===== src/rtl/fft_irq_pkg.sv =====
// fft_irq_pkg: shared FSM states, register map and reset values for the FFT interrupt controller
package fft_irq_pkg;
   typedef enum logic [1:0] {IRQ_IDLE, IRQ_ACCUM, IRQ_ASSERT} irq_state_t;
   localparam logic [2:0] ADDR_STATUS = 3'd0;
   localparam logic [2:0] ADDR_MASK   = 3'd1;
   localparam logic [2:0] ADDR_THR    = 3'd2;
   localparam logic [2:0] ADDR_TMO    = 3'd3;
   localparam logic [2:0] ADDR_TEST   = 3'd4;
   localparam int THR_RST = 1;
   localparam int TMO_RST = 0;
endpackage


===== src/rtl/fft_irq_regs.sv =====
// fft_irq_regs: edge detect, sticky W1C status, mask/thr/tmo registers and registered read port
// ports: clk_i/reset_i, int_status_i, reg_* bus, status_o/mask_o/thr_o/tmo_o/rise_o to the FSM
module fft_irq_regs import fft_irq_pkg::*; #(
   parameter int NUM_SRC = 8,
   parameter int CNT_W   = 4,
   parameter int TMO_W   = 16
) (
   input  logic               clk_i,
   input  logic               reset_i,
   input  logic [NUM_SRC-1:0] int_status_i,
   input  logic               reg_wr_i,
   input  logic               reg_rd_i,
   input  logic [2:0]         reg_addr_i,
   input  logic [31:0]        reg_wdata_i,
   output logic [31:0]        reg_rdata_o,
   output logic               reg_rvalid_o,
   output logic [NUM_SRC-1:0] status_o,
   output logic [NUM_SRC-1:0] mask_o,
   output logic [CNT_W-1:0]   thr_o,
   output logic [TMO_W-1:0]   tmo_o,
   output logic [NUM_SRC-1:0] rise_o
);
   logic [NUM_SRC-1:0] in_q, in_d, status_q, status_d, mask_q, mask_d, rise, w1c, w1s;
   logic [CNT_W-1:0]   thr_q, thr_d;
   logic [TMO_W-1:0]   tmo_q, tmo_d;
   logic [31:0]        rdata_q, rdata_d, rd_val;
   logic               rvalid_q, rvalid_d;
   logic               unused_wdata;
   assign unused_wdata = ^reg_wdata_i[31:TMO_W];
   always_comb begin
      in_d     = int_status_i;
      rise     = int_status_i & ~in_q;
      w1c      = (reg_wr_i && reg_addr_i == ADDR_STATUS) ? reg_wdata_i[NUM_SRC-1:0] : '0;
      w1s      = (reg_wr_i && reg_addr_i == ADDR_TEST) ? reg_wdata_i[NUM_SRC-1:0] : '0;
      // sets are OR-ed after the clear so a same-cycle rise survives its own W1C
      status_d = (status_q & ~w1c) | rise | w1s;
      mask_d   = (reg_wr_i && reg_addr_i == ADDR_MASK) ? reg_wdata_i[NUM_SRC-1:0] : mask_q;
      thr_d    = (reg_wr_i && reg_addr_i == ADDR_THR) ? reg_wdata_i[CNT_W-1:0] : thr_q;
      tmo_d    = (reg_wr_i && reg_addr_i == ADDR_TMO) ? reg_wdata_i[TMO_W-1:0] : tmo_q;
      rd_val   = reg_addr_i == ADDR_STATUS ? 32'(status_q) :
                 reg_addr_i == ADDR_MASK   ? 32'(mask_q)   :
                 reg_addr_i == ADDR_THR    ? 32'(thr_q)    :
                 reg_addr_i == ADDR_TMO    ? 32'(tmo_q)    : '0;
      rdata_d  = reg_rd_i ? rd_val : '0;
      rvalid_d = reg_rd_i;
   end
   always_ff @(posedge clk_i) begin
      if (reset_i) begin
         in_q     <= '0;
         status_q <= '0;
         mask_q   <= '0;
         thr_q    <= CNT_W'(THR_RST);
         tmo_q    <= TMO_W'(TMO_RST);
         rdata_q  <= '0;
         rvalid_q <= 1'b0;
      end else begin
         in_q     <= in_d;
         status_q <= status_d;
         mask_q   <= mask_d;
         thr_q    <= thr_d;
         tmo_q    <= tmo_d;
         rdata_q  <= rdata_d;
         rvalid_q <= rvalid_d;
      end
   end
   assign reg_rdata_o  = rdata_q;
   assign reg_rvalid_o = rvalid_q;
   assign status_o     = status_q;
   assign mask_o       = mask_q;
   assign thr_o        = thr_q;
   assign tmo_o        = tmo_q;
   assign rise_o       = rise;
endmodule


===== src/rtl/fft_irq_ctrl.sv =====
// fft_irq_ctrl: masked, coalesced level interrupt from the FFT control unit's pending vector
// ports: clk_i/reset_i, int_status_i, reg_wr_i/reg_rd_i/reg_addr_i/reg_wdata_i, reg_rdata_o/reg_rvalid_o, irq_o
module fft_irq_ctrl import fft_irq_pkg::*; #(
   parameter int NUM_SRC = 8,
   parameter int CNT_W   = 4,
   parameter int TMO_W   = 16
) (
   input  logic               clk_i,
   input  logic               reset_i,
   input  logic [NUM_SRC-1:0] int_status_i,
   input  logic               reg_wr_i,
   input  logic               reg_rd_i,
   input  logic [2:0]         reg_addr_i,
   input  logic [31:0]        reg_wdata_i,
   output logic [31:0]        reg_rdata_o,
   output logic               reg_rvalid_o,
   output logic               irq_o
);
   logic [NUM_SRC-1:0] status, mask, rise;
   logic [CNT_W-1:0]   thr, evt_q, evt_d, evt_base;
   logic [TMO_W-1:0]   tmo, tmr_q, tmr_d;
   irq_state_t         state_q, state_d;
   logic               irq_q, irq_d, pend, fire, evt;
   fft_irq_regs #(.NUM_SRC(NUM_SRC), .CNT_W(CNT_W), .TMO_W(TMO_W)) u_regs (
      .clk_i(clk_i), .reset_i(reset_i), .int_status_i(int_status_i),
      .reg_wr_i(reg_wr_i), .reg_rd_i(reg_rd_i), .reg_addr_i(reg_addr_i), .reg_wdata_i(reg_wdata_i),
      .reg_rdata_o(reg_rdata_o), .reg_rvalid_o(reg_rvalid_o),
      .status_o(status), .mask_o(mask), .thr_o(thr), .tmo_o(tmo), .rise_o(rise)
   );
   always_comb begin
      pend     = |(status & mask);
      evt      = |(rise & mask);
      // thr of 0 or 1 fires on any pending status, including a freshly unmasked one
      fire     = thr <= CNT_W'(1) || evt_q >= thr || (tmo != '0 && tmr_q >= tmo);
      // IDLE can jump straight to ASSERT so a thr<=1 event reaches irq_o two cycles after the rise
      state_d  = !pend ? IRQ_IDLE : (state_q == IRQ_ASSERT || fire) ? IRQ_ASSERT : IRQ_ACCUM;
      // counters clear on return to IDLE, but an event arriving that same cycle is kept
      evt_base = state_d == IRQ_IDLE ? '0 : evt_q;
      evt_d    = evt_base + CNT_W'(evt && !(&evt_base));
      tmr_d    = (state_q == IRQ_ACCUM && state_d == IRQ_ACCUM) ? tmr_q + TMO_W'(!(&tmr_q)) : '0;
      irq_d    = state_d == IRQ_ASSERT;
   end
   always_ff @(posedge clk_i) begin
      if (reset_i) begin
         state_q <= IRQ_IDLE;
         evt_q   <= '0;
         tmr_q   <= '0;
         irq_q   <= 1'b0;
      end else begin
         state_q <= state_d;
         evt_q   <= evt_d;
         tmr_q   <= tmr_d;
         irq_q   <= irq_d;
      end
   end
   assign irq_o = irq_q;
endmodule

===== config.mk =====
export PLATFORM = sky130hd
export DESIGN_NAME = fft_irq_ctrl
export DESIGN_NICKNAME = d
export VERILOG_FILES = /design/src/rtl/fft_irq_pkg.sv /design/src/rtl/fft_irq_regs.sv /design/src/rtl/fft_irq_ctrl.sv
export SDC_FILE = /design/constraint.sdc
export NUM_CORES = 1
export LEC_CHECK = 0
export CAP_MARGIN = 20
export CORE_MARGIN = 4
export CORE_UTILIZATION = 50
export DETAILED_ROUTE_END_ITERATION = 8
export DONT_BUFFER_PORTS = 1
export HOLD_SLACK_MARGIN = 0.02
export PLACE_DENSITY_LB_ADDON = 0.3
export SETUP_SLACK_MARGIN = 0.05
export SYNTH_ARGS = -nofsm -noshare
export SYNTH_HDL_FRONTEND = slang
export SYNTH_SLANG_ARGS = --single-unit

===== constraint.sdc =====
create_clock -name clk_i -period 2.6 [get_ports clk_i]
set_input_delay 0.52 -clock clk_i [delete_from_list [all_inputs] [get_ports clk_i]]
set_output_delay 0.52 -clock clk_i [all_outputs]
set_load 0.05 [all_outputs]

Word level (Yosys, flattened, before mapping):

Index checks and enable logic that the tools add are counted.

* flip-flop bits (word level): 100
* bits in latches: 0
* memory bits (writable): 0
* bits in read-only memories: 0
* input port bits: 47
* output and inout bits: 34
* logic and storage cells: 70
* memories: 0

* add/sub/neg operators: 2
* multiply operators: 0
* divide/modulo/power cells: 0
* $lt $le $gt $ge: 3
* equal/unequal tests: 8
* shifts and indexed selects: 0
* muxes and demuxes: 9
* bitwise gates (word level): 11
* reductions and logical operators: 24

Operators by type and width (count)
* 2-to-1 mux 8 bit: 6
* AND 8 bit: 4
* adder 16 x 1 -> 16 bit: 1
* >= comparator 16 bit: 1
* NOT 8 bit: 2
* bitwise OR 8 bit: 2
* AND reduction 16 bit: 1
* nonzero test 16 bit: 1
* OR reduction 8 bit: 2
* logical AND 1 bit: 8
* == test 3 x 2 -> 1 bit (second input constant): 2
* OR reduction 6 bit: 1
* OR reduction 5 bit: 1
* adder 4 x 1 -> 4 bit: 1
* == test 2 x 1 -> 1 bit (second input constant): 2
* == test 2 bit (second input constant): 2
* >= comparator 4 bit: 1
* <= comparator 4 x 1 -> 1 bit (second input constant): 1
* 2-to-1 mux 2 bit: 2
* 2-to-1 mux 4 bit: 1
* AND reduction 4 bit: 1
* OR reduction 2 bit: 2
* == test 3 x 1 -> 1 bit (second input constant): 1
* == test 3 bit (second input constant): 1
* other kinds (5): 10

Depth between registers and ports, before layout:

* depth after elaboration: 12
* mapped depth: 8
* mapped depth without buffers: 8

Hierarchy:

A second synthesis with hierarchy kept.

* cells, all modules: 448
* area total of the unflattened synthesis: 4130.2 sq um

By module, submodules not included
* fft_irq_regs: times used 1, cells each 262, area an instance 2474.9 sq um, sequential area each 1221.2 sq um
* fft_irq_ctrl: times used 1, cells each 186, area an instance 1655.3 sq um, sequential area each 440.4 sq um

Least setup slack after synthesis:

Ideal clock, no wire load.

* path kind: reg-to-reg
* start point: reg tmr_q[6]
* end point: reg tmr_q[12]
* library setup time: 0.123 ns
* arrival time: 1.996 ns
* data required time: 2.477 ns
* path slack: 0.480 ns
* cell stages (with the launch flop): 9
* path buffers: 0
* clock period less this slack: 2.120 ns
* cell sequence: dfxtp_1 nand4_1 or4_1 ha_1 ha_1 nand2_1 nor3_1 xnor2_1 nor3_2

* word-level cells in the longest chain between the ends: 10
* elaborated cells between the ends (all ways): 13
* those cells by class: add/sub: 1; order compare: 1; eq/ne: 1; mux: 2; bitwise: 1; reduce/logical: 7

Ends and longest elaborated chain
* start, declared: RTL line fft_irq_ctrl.sv:21 `logic [TMO_W-1:0] tmo, tmr_q, tmr_d;`
* start signal, assigned: RTL line fft_irq_ctrl.sv:52 `tmr_q <= tmr_d;`
* >= comparator 16 bit: RTL line fft_irq_ctrl.sv:34 `fire = thr <= CNT_W'(1) || evt_q >= thr || (tmo != '0 && tmr_q >= tmo);`
* logical AND 1 bit: RTL line fft_irq_ctrl.sv:34
* logical OR 1 bit: RTL line fft_irq_ctrl.sv:34
* logical OR 1 bit: RTL line fft_irq_ctrl.sv:36 `state_d = !pend ? IRQ_IDLE : (state_q == IRQ_ASSERT || fire) ? IRQ_ASSERT : IRQ_ACCUM;`
* 2-to-1 mux 2 bit (2 in series): RTL line fft_irq_ctrl.sv:36
* == test 2 x 1 -> 1 bit: RTL line fft_irq_ctrl.sv:40 `tmr_d = (state_q == IRQ_ACCUM && state_d == IRQ_ACCUM) ? tmr_q + TMO_W'(!(&tmr_q)) : '0;`
* logical AND 1 bit: RTL line fft_irq_ctrl.sv:40
* NOT 1 bit (no source line)
* OR reduction 2 bit (no source line)

Several ways; a longest one is shown, not always the timed one.
A chain may end at the register's enable or synchronous reset.

Final worst setup path:

* start point: reg tmr_q[0]
* end point: reg tmr_q[2]

Same word-level chain as after synthesis.

==> metrics.yaml <==
detailed_routing:
  postRouteWirelength_mm: 8.912
  first_pass_iters: 4
  wl_per_cell_um: 16.14
  drtAntennaViolNets: 0
  viasPerCell: 5.531
  drt_iter0_drc: 230
  drcViolationCount: 0
  vias: 3053
critical_path:
  end_kind: "flip-flop"
  arrival_ns: 2.55
  crit_path_start_kind: "flip-flop"
  max_stage_delay_ns: 0.43
  r2r-start: "tmr_q[0]"
  path_delay_family: "compound AO/OA/AOI/OAI gates"
  timing.critical_path.from: "tmr_q[0]"
  critPathKind: "flip-flop to flip-flop"
  path_cells: "inv_1, ha_1, nand2b_4, a2111o_1, a32o_1, o31ai_1, and4_1"
  critPathMaxFanout: 4
  cp.required_ns: 2.90
  crit_slowest_cell: "o31ai_1"
  worst-path-buf-inv: 1
sta:
  finalMaxSlewViolations: 0
  tns_ns: 0
  rsz0062_at_grt: "no"
  worstMarginPinSlew_ns: 0.7206
  max_freq_mhz: 443.3
  slew_headroom_pct: 51.84
  finalHoldViolCount: 0
  skew_ns: 0.01572
  fin_crit_sh_pct: 86.76
  setup_violations: 0
  fin_crit_ns: 2.256
clock_tree:
  cts_setup_buffers: 0
  clk_path_buf_depth: 2
  clock_latency_ns: 0.37
  clk_pin_slew_worst_paths_ns: 0.09
  postCtsHoldBufs: 0
  cts_tree: "built"
  cts_sinks: 83
  h-tree-depth: 3
  cts-resized-gates: 0
  cts_made_buffers: 9
  root_buffer: "clkbuf_8"
placed_design:
  gp_congestion: 0.8929
  numPortBuffers: 0
  hpwl_mm: 6.513
yosys:
  synth.most_common_cell: "dfxtp_1"
  synth_common_cells: "83 x dfxtp_1, 73 x nand2_1, 39 x a21oi_1, 24 x ha_1, 23 x inv_1"
  synth_area_leaders: "dfxtp_1 42%, ha_1 7.6%, nand2_1 6.9%"
  yosysWarnings: 0
  synth_top_area_share_pct: 42.12
  synth.cell_area_sq_um: 3945
  synth_area_per_cell_sq_um: 8.845
  syn_inst: 446
  synth-edff-count: 0
  ys_seq_area_share_pct: 42.12
  synth_cell_types: 48
  ys_ff_latch: 83
  yosys.area.top_type: "dfxtp_1"
  synth_flop_cell: "dfxtp_1"
  async_reset_ff_share_pct: 0
die:
  die_height_um: 96.83
  num_rows: 32
  die_w_um: 96.83
  die_area_sq_um: 9375
  initial_utilization_pct: 51.32
  pin_count: 81
  core_sq_um: 7687
min_path:
  hold_start: "reset_i"
  min_path_type: "input port to flip-flop"
final_layout:
  drive_gt1_share_pct: 8.889
  synthToLayoutAreaGrowth_pct: 6.565
  insertedDiodeCount: 0
  final_nets: 516
  filler_cell_count: 723
global_routing:
  grt_pass1_vias: 3041
  grt_pass1_wl_mm: 14.84
  grt.total_usage_pct: 19.47
  grt_max_degree: 51
  grt-ovfl-total: 0
  antenna_found_initial: 0
job:
  max_cap_viol_count: 0
power:
  power_switching_uw: 665.8
  powerDensity_nw_per_um2: 619.0
  pwr-share-clk_pct: 40.6
  totalPowerFinal_mw: 2.602
  power.internal_mw: 1.936
  switching_share_pct: 25.59
  combPwrFrac_pct: 7.8
  static-leakage-power_nw: 1.492
  ir_worst_vdd_uv: 332.0
  seq_power_share_pct: 51.6
outcome:
  status: "completed"
power by group through the flow:
stage | registers (mW) | logic [mW] | clock network [mW]
2_1_floorplan | 1.36 | 0.210 | 0
3_3_place_gp | 1.37 | 0.199 | 0
3_5_place_dp | 1.37 | 0.202 | 0
4_1_cts | 1.34 | 0.203 | 1.07
5_1_grt | 1.35 | 0.223 | 1.13
6_report | 1.34 | 0.203 | 1.06
area by class of cell:
cell class | instances | area [sq um] | area share (%)
Inverter | 23 | 86.33 | 2.054
Clock inverter | 5 | 85.08 | 2.024
Multi-Input combinational cell | 323 | 2064 | 49.11
Clock buffer | 11 | 141.4 | 3.363
Timing Repair Buffer | 5 | 37.54 | 0.8929
Tap cell | 102 | 127.6 | 3.036
Sequential cell | 83 | 1662 | 39.52
layer usage:
layer / track usage, % / vias to the layer above / routed length (um)
met5: 0 / - / 0
met4: 7.235 / 0 / 148
met3: 4.903 / 11 / 559
met2: 30.79 / 83 / 4131
met1: 25.64 / 1430 / 4073
li1: - / 1529 / -
sequential cells by signal, summed over array words and instances, names as in the netlist:
| name | flops |
|---|---|
| u_regs.tmo_o | 16 |
| evt_q | 4 |
| u_regs.status_o | 8 |
| state_q | 2 |
| u_regs.in_q | 8 |
| u_regs.reg_rvalid_o | 1 |
| u_regs.thr_o | 4 |
| u_regs.reg_rdata_o | 16 |
| tmr_q | 16 |
| u_regs.mask_o | 8 |
worst paths after layout:
kind                      endpoint  slack [ns]  depth (start not counted)
setup / recovery          tmr_q[2]        0.34                          7
hold / removal    u_regs.mask_o[3]        0.22                          1
hold reg to reg   u_regs.tmo_o[15]        0.48                          2
setup reg to reg          tmr_q[2]        0.34                          7
logic make-up (layout without fill, tap and decap cells):
logic type	Yosys count	in the layout	share of synthesized area, %
buffers and inverters	55	44	6.977
DFF	83	83	42.12
other	1	16	0.09506
AOI/OAI and AO/OA	78	78	13.38
muxes	7	7	1.776
and+or+nand+nor	182	182	24.48
adders and majority gates	24	24	7.612
xor gates and xnor gates	16	16	3.552
cell usage in the layout (no fill, tap or decap), drive strengths merged, types with 2 or more instances in the layout:
master	instances
dfxtp	83
nand2	73
a21oi	39
ha	24
inv	24
nor2b	22
nor3	22
nor2	21
conb	16
nand4	11
clkbuf	11
a22oi	8
a221oi	8
xnor2	8
xor2	8
mux2i	7
nor4	6
nand2b	6
and4	5
buf	5
o21ai	4
o221a	4
o221ai	4
nor3b	4
and2	3
nand3	3
or2	2
a211oi	2
bufinv	2
stage by stage:
stage | std cells | setup slack, ns | utilization [%] | hold WS, ns | cell area, sq um
6_report | 552 | 0.3441 | 54.69 | 0.2201 | 4204
5_1_grt | 552 | 0.1964 | 54.69 | 0.2012 | 4204
3_5_place_dp | 536 | 0.3830 | 51.74 | 0.4615 | 3978
4_1_cts | 552 | 0.3469 | 54.69 | 0.2104 | 4204
2_1_floorplan | 461 | 0.4801 | - | 0.4490 | 4001
3_3_place_gp | 536 | 0.4091 | 51.74 | 0.4550 | 3978
No activity file was read; power rests on OpenSTA's default activity.
